[config.mk]
export PLATFORM = sky130hd
export DESIGN_NAME = interboard_tx_flat
export DESIGN_NICKNAME = d
export VERILOG_FILES = /design/src/rtl/interboard_tx_pkg.sv /design/src/rtl/interboard_tx_if.sv /design/src/rtl/interboard_tx_sync_2ff.sv /design/src/rtl/interboard_tx.sv /design/src/flat_wrapper.sv
export SDC_FILE = /design/constraint.sdc
export NUM_CORES = 1
export LEC_CHECK = 0
export CAP_MARGIN = 10
export CORE_AREA = 2 2 74 76
export DETAILED_ROUTE_END_ITERATION = 16
export DIE_AREA = 0 0 76 78
export PLACE_DENSITY_LB_ADDON = 0.2
export RECOVER_POWER = 25
export SLEW_MARGIN = 40
export SYNTH_ARGS = -nofsm -noshare
export SYNTH_HDL_FRONTEND = slang
export SYNTH_HIERARCHICAL = 1
export SYNTH_SLANG_ARGS = --single-unit
[constraint.sdc]
create_clock -name clk -period 2.4 [get_ports clk]
set_input_delay 0.36 -clock clk [delete_from_list [all_inputs] [get_ports clk]]
set_output_delay 0.36 -clock clk [all_outputs]
set_load 0.01 [all_outputs]
[src/rtl/interboard_tx_pkg.sv]
// -----------------------------------------------------------------------------
// interboard_tx_pkg
// Shared message definitions for the board-to-board link: field widths,
// message type codes, transmitter FSM states and a packing helper.
// No ports (package).
// -----------------------------------------------------------------------------
package interboard_tx_pkg;

  localparam int MSG_TYPE_W = 3;
  localparam int MSG_NUM_W  = 5;
  localparam int MSG_W      = MSG_TYPE_W + MSG_NUM_W;

  // Width of the handshake phase timer; large enough for 10 ms at 100 MHz.
  localparam int TIMER_W = 20;

  typedef enum logic [MSG_TYPE_W-1:0] {
    MSG_NONE   = 3'd0,
    STATE_TURN = 3'd1,
    STATE_WIN  = 3'd2,
    SEL_NUM    = 3'd3,
    STATE_LOSE = 3'd4,
    STATE_DRAW = 3'd5
  } msg_type_e;

  typedef enum logic [1:0] {
    IDLE   = 2'd0,
    REQ_HI = 2'd1,
    REQ_LO = 2'd2,
    DONE   = 2'd3
  } tx_state_e;

  // Wire format on the link: type in the top bits, number in the low bits.
  function automatic logic [MSG_W-1:0] pack_msg(
    input logic [MSG_TYPE_W-1:0] msg_type,
    input logic [MSG_NUM_W-1:0]  number
  );
    return {msg_type, number};
  endfunction

endpackage

[src/rtl/interboard_tx_if.sv]
// -----------------------------------------------------------------------------
// interboard_tx_if
// Four-phase request/acknowledge link between boards.
//   tx_req  : request, driven by the transmitting board
//   tx_data : packed message {msg_type, number}, valid while tx_req is high
//   tx_ack  : acknowledge from the receiving board (asynchronous to us)
// Modports: master = transmitter side, slave = receiver side.
// -----------------------------------------------------------------------------
interface interboard_tx_if;

  logic                             tx_req;
  logic [interboard_tx_pkg::MSG_W-1:0] tx_data;
  logic                             tx_ack;

  modport master (output tx_req, output tx_data, input tx_ack);
  modport slave  (input tx_req, input tx_data, output tx_ack);

endinterface

[src/rtl/interboard_tx_sync_2ff.sv]
// -----------------------------------------------------------------------------
// sync_2ff
// Two-flop synchronizer for a single asynchronous bit.
//   clk : destination clock
//   rst : asynchronous active-low reset
//   clr : synchronous active-high clear
//   d   : asynchronous input
//   q   : synchronized output (two clk cycles of latency)
// -----------------------------------------------------------------------------
module sync_2ff (
  input  logic clk,
  input  logic rst,
  input  logic clr,
  input  logic d,
  output logic q
);

  logic meta_reg;
  logic sync_reg;

  always_ff @(posedge clk or negedge rst) begin
    if (!rst) begin
      meta_reg <= 1'b0;
      sync_reg <= 1'b0;
    end else if (clr) begin
      meta_reg <= 1'b0;
      sync_reg <= 1'b0;
    end else begin
      meta_reg <= d;
      sync_reg <= meta_reg;
    end
  end

  assign q = sync_reg;

endmodule

[src/rtl/interboard_tx.sv]
// -----------------------------------------------------------------------------
// interboard_tx
// Queues short control messages in a 2-entry FIFO and sends them one at a
// time to the other board over a four-phase req/ack handshake, with a
// per-phase timeout.
//   clk            : system clock, rising edge
//   rst            : asynchronous active-low reset
//   interboard_rst : synchronous active-high clear from the other board
//   ctrl_en        : one-cycle send request
//   ctrl_msg_type  : message type code
//   ctrl_number    : message number field
//   link           : handshake link (tx_req, tx_data out; tx_ack in)
//   inter_ready    : one-cycle pulse when a message completes its handshake
//   busy           : FIFO non-empty or FSM not idle
//   overflow_err   : sticky, a request was dropped on a full FIFO
//   timeout_err    : sticky, a handshake phase timed out
// -----------------------------------------------------------------------------
module interboard_tx
  import interboard_tx_pkg::*;
#(
  parameter int TIMEOUT_CYCLES = 1000000
) (
  input  logic                  clk,
  input  logic                  rst,
  input  logic                  interboard_rst,
  input  logic                  ctrl_en,
  input  logic [MSG_TYPE_W-1:0] ctrl_msg_type,
  input  logic [MSG_NUM_W-1:0]  ctrl_number,
  interboard_tx_if.master       link,
  output logic                  inter_ready,
  output logic                  busy,
  output logic                  overflow_err,
  output logic                  timeout_err
);

  localparam logic [TIMER_W-1:0] TIMER_LAST = TIMER_W'(TIMEOUT_CYCLES - 1);

  logic             ack_s;
  tx_state_e        state_reg;
  logic [MSG_W-1:0] fifo_mem_reg [2];
  logic             wr_ptr_reg;
  logic             rd_ptr_reg;
  logic [1:0]       count_reg;
  logic             tx_req_reg;
  logic [MSG_W-1:0] tx_data_reg;
  logic             inter_ready_reg;
  logic             overflow_err_reg;
  logic             timeout_err_reg;
  logic [TIMER_W-1:0] timer_reg;
  logic             pop;
  logic             push;
  logic             timer_expired;

  sync_2ff u_ack_sync (
    .clk (clk),
    .rst (rst),
    .clr (interboard_rst),
    .d   (link.tx_ack),
    .q   (ack_s)
  );

  // A full FIFO still accepts a push when the head leaves in the same cycle.
  assign pop           = (state_reg == IDLE) && (count_reg != 2'd0);
  assign push          = ctrl_en && ((count_reg != 2'd2) || pop);
  assign timer_expired = (timer_reg == TIMER_LAST);

  always_ff @(posedge clk or negedge rst) begin
    if (!rst) begin
      wr_ptr_reg      <= 1'b0;
      rd_ptr_reg      <= 1'b0;
      count_reg       <= 2'd0;
      fifo_mem_reg[0] <= '0;
      fifo_mem_reg[1] <= '0;
    end else if (interboard_rst) begin
      wr_ptr_reg      <= 1'b0;
      rd_ptr_reg      <= 1'b0;
      count_reg       <= 2'd0;
      fifo_mem_reg[0] <= '0;
      fifo_mem_reg[1] <= '0;
    end else begin
      if (push) begin
        fifo_mem_reg[wr_ptr_reg] <= pack_msg(ctrl_msg_type, ctrl_number);
        wr_ptr_reg               <= ~wr_ptr_reg;
      end
      if (pop) begin
        rd_ptr_reg <= ~rd_ptr_reg;
      end
      case ({push, pop})
        2'b10:   count_reg <= count_reg + 2'd1;
        2'b01:   count_reg <= count_reg - 2'd1;
        default: count_reg <= count_reg;
      endcase
    end
  end

  // tx_data is loaded on the way into REQ_HI and tx_req rises one cycle
  // later, so the data is settled at the receiver before the request.
  always_ff @(posedge clk or negedge rst) begin
    if (!rst) begin
      state_reg        <= IDLE;
      tx_req_reg       <= 1'b0;
      tx_data_reg      <= '0;
      inter_ready_reg  <= 1'b0;
      overflow_err_reg <= 1'b0;
      timeout_err_reg  <= 1'b0;
      timer_reg        <= '0;
    end else if (interboard_rst) begin
      state_reg        <= IDLE;
      tx_req_reg       <= 1'b0;
      tx_data_reg      <= '0;
      inter_ready_reg  <= 1'b0;
      overflow_err_reg <= 1'b0;
      timeout_err_reg  <= 1'b0;
      timer_reg        <= '0;
    end else begin
      inter_ready_reg <= 1'b0;
      if (ctrl_en && !push) begin
        overflow_err_reg <= 1'b1;
      end
      case (state_reg)
        IDLE: begin
          if (pop) begin
            tx_data_reg <= fifo_mem_reg[rd_ptr_reg];
            timer_reg   <= '0;
            state_reg   <= REQ_HI;
          end
        end
        REQ_HI: begin
          timer_reg <= timer_reg + 20'd1;
          if (timer_expired) begin
            tx_req_reg      <= 1'b0;
            timeout_err_reg <= 1'b1;
            state_reg       <= IDLE;
          end else if (ack_s) begin
            tx_req_reg <= 1'b0;
            timer_reg  <= '0;
            state_reg  <= REQ_LO;
          end else begin
            tx_req_reg <= 1'b1;
          end
        end
        REQ_LO: begin
          timer_reg <= timer_reg + 20'd1;
          if (timer_expired) begin
            timeout_err_reg <= 1'b1;
            state_reg       <= IDLE;
          end else if (!ack_s) begin
            inter_ready_reg <= 1'b1;
            state_reg       <= DONE;
          end
        end
        default: begin
          state_reg <= IDLE;
        end
      endcase
    end
  end

  assign link.tx_req  = tx_req_reg;
  assign link.tx_data = tx_data_reg;
  assign inter_ready  = inter_ready_reg;
  assign overflow_err = overflow_err_reg;
  assign timeout_err  = timeout_err_reg;
  assign busy         = (count_reg != 2'd0) || (state_reg != IDLE);

endmodule
[src/flat_wrapper.sv]
// flat-port wrapper written by rule: the top's interface ports become plain ports
module interboard_tx_flat import interboard_tx_pkg::*;
#(
  parameter int TIMEOUT_CYCLES = 1000000
)
  (clk, rst, interboard_rst, ctrl_en, ctrl_msg_type, ctrl_number, inter_ready, busy, overflow_err, timeout_err, link_tx_req, link_tx_data, link_tx_ack);
  interboard_tx_if link_i ();
  input  logic clk;
  input  logic rst;
  input  logic interboard_rst;
  input  logic ctrl_en;
  input  logic [MSG_TYPE_W-1:0] ctrl_msg_type;
  input  logic [MSG_NUM_W-1:0] ctrl_number;
  output logic inter_ready;
  output logic busy;
  output logic overflow_err;
  output logic timeout_err;
  output wire logic [$bits(link_i.tx_req)-1:0] link_tx_req;
  output wire logic [$bits(link_i.tx_data)-1:0] link_tx_data;
  input wire logic [$bits(link_i.tx_ack)-1:0] link_tx_ack;
  assign link_tx_req = link_i.tx_req;
  assign link_tx_data = link_i.tx_data;
  assign link_i.tx_ack = link_tx_ack;
  interboard_tx #(.TIMEOUT_CYCLES(TIMEOUT_CYCLES)) u_core (.clk(clk), .rst(rst), .interboard_rst(interboard_rst), .ctrl_en(ctrl_en), .ctrl_msg_type(ctrl_msg_type), .ctrl_number(ctrl_number), .link(link_i), .inter_ready(inter_ready), .busy(busy), .overflow_err(overflow_err), .timeout_err(timeout_err));
endmodule
Yosys cells after proc, flatten, opt, wreduce, memory -nomap -nowiden. Cells that the tools add are included. W data, S select, Z words.

Flip-flop bits (word level): 56. Output and inout bits: 13. Logic and storage cells: 99.

$add $sub $neg: 3. Magnitude comparators: 3. Equality and inequality tests: 9. Multiplexer cells: 42. Bitwise logic cells: 4. Reduce and logical (&&, ||, !) cells: 24.

Operators with widths (count): $mux W20 (4); $pmux W20 S3 (1); $mux W8 (7); $mux W16 (2); $add A20 B1 Y20 const B (1); $eq A20 B20 Y1 const B (1); $reduce_bool A2 Y1 (9); $mux W1 (17); $bwmux W16 (1); $mux W2 (7); $demux W8 S1 (1); $ne A4 B3 Y1 const B (2); $pmux W2 S3 (1); $reduce_and A2 Y1 (3); $eq A2 B1 Y1 const B (2); $eq A2 B2 Y1 const B (2); $ge A2 B2 Y1 const B (2); $logic_and A1 B1 Y1 (4); $not A1 Y2 (2); $pmux W2 S2 (1); $reduce_bool A4 Y1 (1); $ne A3 B2 Y1 const B (1); $reduce_and A3 Y1 (1); $reduce_bool A3 Y1 (1); 9 further kinds (11).

Longest topological paths before layout. Gate-level depths: netlist of run 1.

Word-level depth: 8. Mapped depth: 10. Depth with buffers taken out: 9.

By module. The synthesis of run 1 kept the hierarchy.

By module, submodules not included: interboard_tx (times used 1, cells an instance 274, area an instance 2803.9 sq um, seq. area each 1351.3 sq um); sync_2ff (times used 1, cells an instance 4, area an instance 62.6 sq um, seq. area each 50.0 sq um).

Worst setup path after synthesis of run 1. Ideal clock, no wire load.

Path type: reg-to-reg. From: reg u_core.state_reg[0]. To: reg u_core.timer_reg[3]. Arrival time: 1.734 ns. Data required time: 2.274 ns. Slack: 0.540 ns. Stages on the path, launching flop included: 10. Cells stage by stage: dfrtp_1 > inv_1 > ha_1 > inv_1 > nor3_2 > inv_1 > nand4_1 > o22ai_1 > buf_2 > a221o_1.

Word-level cells in the longest chain between the ends: 4. Elaborated cells between the ends (all ways): 9. Classes of those cells: eq/ne: 3; mux: 2; reduce/logical: 4.

RTL lines: start: declaration (RTL line interboard_tx.sv:39) `tx_state_e state_reg;`; start signal: assignment (RTL line interboard_tx.sv:100) `state_reg <= IDLE;`; start signal: assignment (RTL line interboard_tx.sv:108) `state_reg <= IDLE;`; start signal: assignment (RTL line interboard_tx.sv:125) `state_reg <= REQ_HI;`; $logic_not A2 Y1 (RTL line interboard_tx.sv:63, interboard_tx.sv:120); $logic_and A1 B1 Y1 (RTL line interboard_tx.sv:63) `assign pop = (state_reg == IDLE) && (count_reg != 2'd0);`; $ne A3 B2 Y1 (no line); $reduce_and A2 Y1 (no line); end signal: assignment (RTL line interboard_tx.sv:129) `timer_reg <= timer_reg + 20'd1;`; end signal: assignment (RTL line interboard_tx.sv:143) `timer_reg <= timer_reg + 20'd1;`; end: declaration (RTL line interboard_tx.sv:49) `logic [TIMER_W-1:0] timer_reg;`.

Several ways; a longest one is shown, not always the timed one. A chain may end at the register's enable or synchronous reset.

Worst setup path in the final report of run 1.
From: reg u_core.timer_reg[0]. To: reg u_core.timer_reg[16].

Word-level cells in the longest chain between the ends: 5. Elaborated cells between the ends (all ways): 6. Classes of those cells: add/sub: 1; eq/ne: 1; mux: 4.

RTL lines: $add A20 B1 Y20 (RTL line interboard_tx.sv:129, interboard_tx.sv:143); $mux W20 (RTL line interboard_tx.sv:134) `end else if (ack_s) begin`; $mux W20 (RTL line interboard_tx.sv:130) `if (timer_expired) begin`; $pmux W20 S3 (*) (RTL line interboard_tx.sv:120) `case (state_reg)`; $mux W20 (*) (RTL line interboard_tx.sv:107) `end else if (interboard_rst) begin`.

Mark *: on every way between the ends. The rest lies on a longest branch, timed or not.

==> results of run 1 <==
-- cell families (layout without fill, tap and decap cells) --
| family | after synthesis | after routing |
|---|---|---|
| AND/OR/NAND/NOR | 103 | 103 |
| AO/OA/AOI/OAI | 80 | 80 |
| flip-flops | 56 | 56 |
| buffers and inverters | 19 | 52 |
| multiplexers | 13 | 13 |
| adder cells (fa/ha/maj) | 5 | 5 |
| XOR/XNOR | 2 | 2 |
-- through the flow --
step | utilization | hold WS [ps]
finish | 0.665 | 481
global route | 0.665 | 512
CTS | 0.662 | 103
detailed placement | 0.642 | 453
global placement | 0.640 | 443
floorplan | - | 64.4
-- final cells by class --
cell class | count | area, um2
Clock buffer | 5 | 68.8
Clock inverter | 3 | 26.3
Fill cell | 393 | 1690
Inverter | 8 | 30.0
Multi-Input combinational cell | 203 | 1410
Sequential cell | 56 | 1400
Tap cell | 70 | 87.6
Timing Repair Buffer | 36 | 333
-- path summary, 6_finish.rpt --
| kind | startpoint | endpoint | slack (ps) | cells after the start |
|---|---|---|---|---|
| hold reg to reg | u_core/timer_reg[19] | u_core/timer_reg[19] | 480 | 1 |
| min in group asynchronous | rst | u_core/timer_reg[15] | 650 | 2 |
| hold / removal | u_core/timer_reg[19] | u_core/timer_reg[19] | 480 | 1 |
| setup / recovery | u_core/timer_reg[0] | u_core/timer_reg[16] | 320 | 6 |
| setup reg to reg | u_core/timer_reg[0] | u_core/timer_reg[16] | 320 | 6 |
| max in group asynchronous | rst | u_core/link.tx_data[2] | 1070 | 3 |
-- Yosys cell counts, drive strengths merged, types with 3 or more instances --
cell     n  area (um2)
nor3     5        30.0
nand2   23        88.8
inv      8        30.0
nand2b   4        25.0
nor4b    3        47.5
a22o    20         175
o21ai   12        60.1
and3     7        43.8
nor2b    5        31.3
nor4     5        67.6
ha       5        62.6
dfrtp   56        1400
a211oi  11        82.6
nor2    24        90.1
nand4    4        25.0
a21oi   16        87.6
buf      7        33.8
a21o     4        30.0
a221o    3        30.0
clkbuf   4        15.0
mux2i   12         120
a31oi    8        50.1
nand3   14        87.6
-- per-layer routing --
metal | up-vias | GRT usage | wire length [um]
li1 | 1102 | - | -
met1 | 1117 | 0.273 | 2640
met2 | 44 | 0.386 | 3060
met3 | 7 | 0.0395 | 185
met4 | 0 | 0.0818 | 71
met5 | - | 0 | 0
-- timing repair --
| item | 4_1_cts | 5_1_grt |
|---|---|---|
| setup endpoints to repair | 1 | 1 |
| pin swaps | 0 | 1 |
| hold buffers | 0 | 1 |
| gates resized for setup | 2 | 2 |
| endpoints found under the hold margin | 0 | 20 |
-- power groups by stage --
stage               clock network (mW)  registers, mW  logic [mW]
floorplan                            0           1.11       0.430
global placement                     0           1.12       0.665
detailed placement                   0           1.13       0.677
CTS                              0.560           1.11       0.691
global route                     0.594           1.12       0.769
finish                           0.536           1.11       0.691
==> impl_metrics.ini, run 1 <==
[outcome]
outcome = finished clean

[clock_network]
clk_pin_slew_ps = 110
cts_made_buffers = 5
clk_latency_ps = 310
cts_sinks = 56
htree_levels = 2
cts_tree = built
cts-root-buf = clkbuf_8
postCtsSetupRepairBufs = 0
ctsLongestPathBuffers = 2

[logic_synthesis]
synth-simple-area-share = 0.212
yosys.area_share.adder = 0.0218
yosysWarnings = 6
synth_ff_type = dfrtp_1
yosysSeqAreaShare = 0.489
async_flop_share = 1.00
synthMuxAreaShare = 0.0471
synth_edf_count = 0
synthCells = 278
yosysUniqueCellTypes = 50
synth_compound_area_frac = 0.196
synth-xor-area-share = 0.00611
syn-num-nets = 296
synth_top_family_by_area = simple AND/OR/NAND/NOR gates
synth-seq-cells = 56
syn-mean-instance-area_um2 = 10.3
netlist_area_um2 = 2870

[placement]
place_area_um2 = 3240
port-buffer-count = 25
place_inst = 372
dp_hpwl_mm = 4.29
place_ws_ps = 200
place_congestion = 0.825

[layout]
final_common_cell = dfrtp_1
layout-drive-gt1-share = 0.119
layout_common_cells = 56 x dfrtp_1, 24 x nor2_1, 23 x clkdlybuf4s50_1
fin_area_um2 = 3350
syn2layout_area_growth_pct = 16.9
largest_register_ffs = 20
antenna_cells = 0
nets = 328
fin_cells = 381

[timing]
layout_setup_ws_ps = 321
setup_viol = 0
grt_setup_unrepaired = false
slew_headroom = 0.467
finalHoldViolCount = 0
period_share = 0.866
tns_ps = 0
period_needed_ps = 2080
finalMaxSlewViolations = 0
finClkSkew_ps = 7.93
worstMarginPinSlew_ps = 799
fmax_mhz = 481

[power]
p_clk_frac = 0.230
comb_power_share = 0.296
p_leak_nw = 1.45
total_power_mw = 2.34
seq_power_share = 0.475
p_switching_mw = 0.774
swShare = 0.331
intPower_mw = 1.56
vdd_drop_max_mv = 0.475
cellPowerDensity_nw_per_um2 = 697

[global_routing]
grt_max_degree = 34
grt_pass1_wl_mm = 10.6
grt_overflow_total = 0
track_usage = 0.220
antenna_found_initial = 0
grt_pass1_vias = 2268

[critical_path]
crit_required_ps = 2640
slowest_delay_ps = 580
worstPathArrival_ps = 2320
path_cells = ha_1 > nand2_1 > nor4_2 > and3_1 > a41oi_1 > a31oi_1
cp-start-kind = register
slowest_stage = nor4_2
cp_num_buf_inv = 0
endpoint_kind = register
crit_fanout = 6
path_class = register to register
crit_family = simple AND/OR/NAND/NOR gates

[route]
ant_nets = 0
drt_iter0_markers = 138
avgViaCountPerCell = 5.96
wirelength_mm = 5.96
dr_total_vias = 2270
dr.pass1.iters = 4
wl_per_cell_um = 15.6
drc = 0

[die]
die_area_um2 = 5930
core_um2 = 5040
fp-row-count = 26
num_io_pins = 26
start_util = 0.568
dieHeight_um = 78
die_x_um = 76

[flow_run]
cap_violations = 0

[worst_hold_path]
hp-class = register to register
Power figures use the tool's default switching activity.
==> run 2: changes to the inputs <==
--- a/config.mk
+++ b/config.mk
@@ -8,5 +8,5 @@
 export CAP_MARGIN = 10
-export CORE_AREA = 2 2 74 76
+export CORE_AREA = 2 2 94 96
 export DETAILED_ROUTE_END_ITERATION = 16
-export DIE_AREA = 0 0 76 78
+export DIE_AREA = 0 0 96 98
 export PLACE_DENSITY_LB_ADDON = 0.2
--- a/constraint.sdc
+++ b/constraint.sdc
@@ -3,2 +3,2 @@
 set_output_delay 0.36 -clock clk [all_outputs]
-set_load 0.01 [all_outputs]
+set_load 0.1 [all_outputs]
==> run 2 against run 1 <==
  * Wire length increased by 6.3%
  * Clock skew increased by 8.1 ps
  * Flip-flop and latch count unchanged
  * Critical endpoint is now busy
  * Largest cell class is now flip-flops and latches
  * Highest routed layer unchanged
==> impl_metrics.ini, run 2 (synthesis gave the netlist of run 1 again) <==
[clock_network]
postCtsSetupRepairBufs = 0
post_cts_resized = 0
cts.hold.buffers_added = 0
cts-root-buf = clkbuf_8
cts_sinks = 56
clk_latency_ps = 310
cts_made_buffers = 5
clk_pin_slew_ps = 110
cts_tree = built
htree_levels = 2
ctsLongestPathBuffers = 2

[worst_hold_path]
hp-class = input port to async pin

[placement]
place_ws_ps = 171
place_congestion = 0.747
dp_hpwl_mm = 4.39
port-buffer-count = 25

[timing]
finalHoldViolCount = 0
grt_setup_unrepaired = false
period_share = 0.880
slew_headroom = 0.0488
fmax_mhz = 473
finalMaxSlewViolations = 0
layout_setup_ws_ps = 288
tns_ps = 0
setup_viol = 0
worstMarginPinSlew_ps = 1430
period_needed_ps = 2110
finClkSkew_ps = 16.1

[die]
die_area_um2 = 9410
fp-row-count = 34
core_um2 = 8470
dieHeight_um = 98
die_x_um = 96
num_io_pins = 26
start_util = 0.339

[power]
p_leak_nw = 1.48
cellPowerDensity_nw_per_um2 = 799
total_power_mw = 2.69
vdd_drop_max_mv = 0.459

[critical_path]
crit_required_ps = 2040
endpoint_kind = output port
path_class = register to output port
timing.rr.start = u_core/state_reg[0]
startpoint = u_core/state_reg[0]
crit_fanout = 7
worstPathArrival_ps = 1750
cp-start-kind = register

[layout]
post-route-util = 0.397
layout-drive-gt1-share = 0.161
nets = 328
layout_common_cells = 56 x dfrtp_1, 24 x nor2_1, 22 x buf_4, 22 x nand2_1, 20 x a22o_1
antenna_cells = 0
final_common_cell = dfrtp_1
largest_register_ffs = 20
syn2layout_area_growth_pct = 17.4
n_fill_cell = 851

[global_routing]
antenna_found_initial = 0
grt_pass1_vias = 2168
track_usage = 0.145
grt_overflow_total = 0
grt_max_degree = 57
grt_pass1_wl_mm = 11.0

[route]
dr_total_vias = 2231
avgViaCountPerCell = 5.32
drc = 0
wirelength_mm = 6.33
dr.pass1.iters = 4
drt_iter0_markers = 97
wl_per_cell_um = 15.1
ant_nets = 0

[outcome]
outcome = finished clean

[flow_run]
cap_violations = 0
-- run 2: per-layer routing --
metal / global-route usage / wire length (um)
met1: 0.210 / 3080
met2: 0.226 / 3010
met4: 0.0297 / 54
met5: 0 / 0
met3: 0.0285 / 193
-- run 2: where the power goes --
group	internal [mW]	leakage [nW]	total, mW	switching, mW
logic	0.320	0.668	1.02	0.699
registers	1.02	0.765	1.11	0.0845
clock network	0.237	0.0516	0.560	0.323
total	1.58	1.48	2.69	1.11
-- run 2: final timing paths --
kind / endpoint / slack [ps] / depth (start not counted)
min in group clk: u_core/u_ack_sync/q / 480 / 1
max reg2reg: u_core/fifo_mem_reg[7] / 290 / 6
min reg2reg: u_core/u_ack_sync/q / 480 / 1
max in group asynchronous: u_core/fifo_mem_reg[7] / 1080 / 2
min: u_core/timer_reg[5] / 450 / 2
max: busy / 290 / 6
-- run 2: area by class of cell --
class / instances / area (um2) / area share
well taps: 108 / 135 / 0.0402
inverters: 8 / 30.0 / 0.00893
clock inverters: 2 / 13.8 / 0.00409
multi-input cells: 203 / 1400 / 0.415
flip-flops and latches: 56 / 1400 / 0.417
repair buffers: 36 / 305 / 0.0907
clock buffers: 6 / 82.6 / 0.0245
-- run 2: metrics by stage --
stage               instance area (um2)  hold WS [ps]  std cells
CTS                                3380          39.5        419
floorplan                          2870          64.4        278
global placement                   3270           388        411
detailed placement                 3280           390        411
global route                       3360           507        419
finish                             3360           447        419
-- run 2: critical path: stages, from the launching register on --
cell,delay [ps]
dfrtp_1,430
inv_1,90
ha_1,230
inv_1,120
nor3_2,220
inv_2,140
buf_12,190
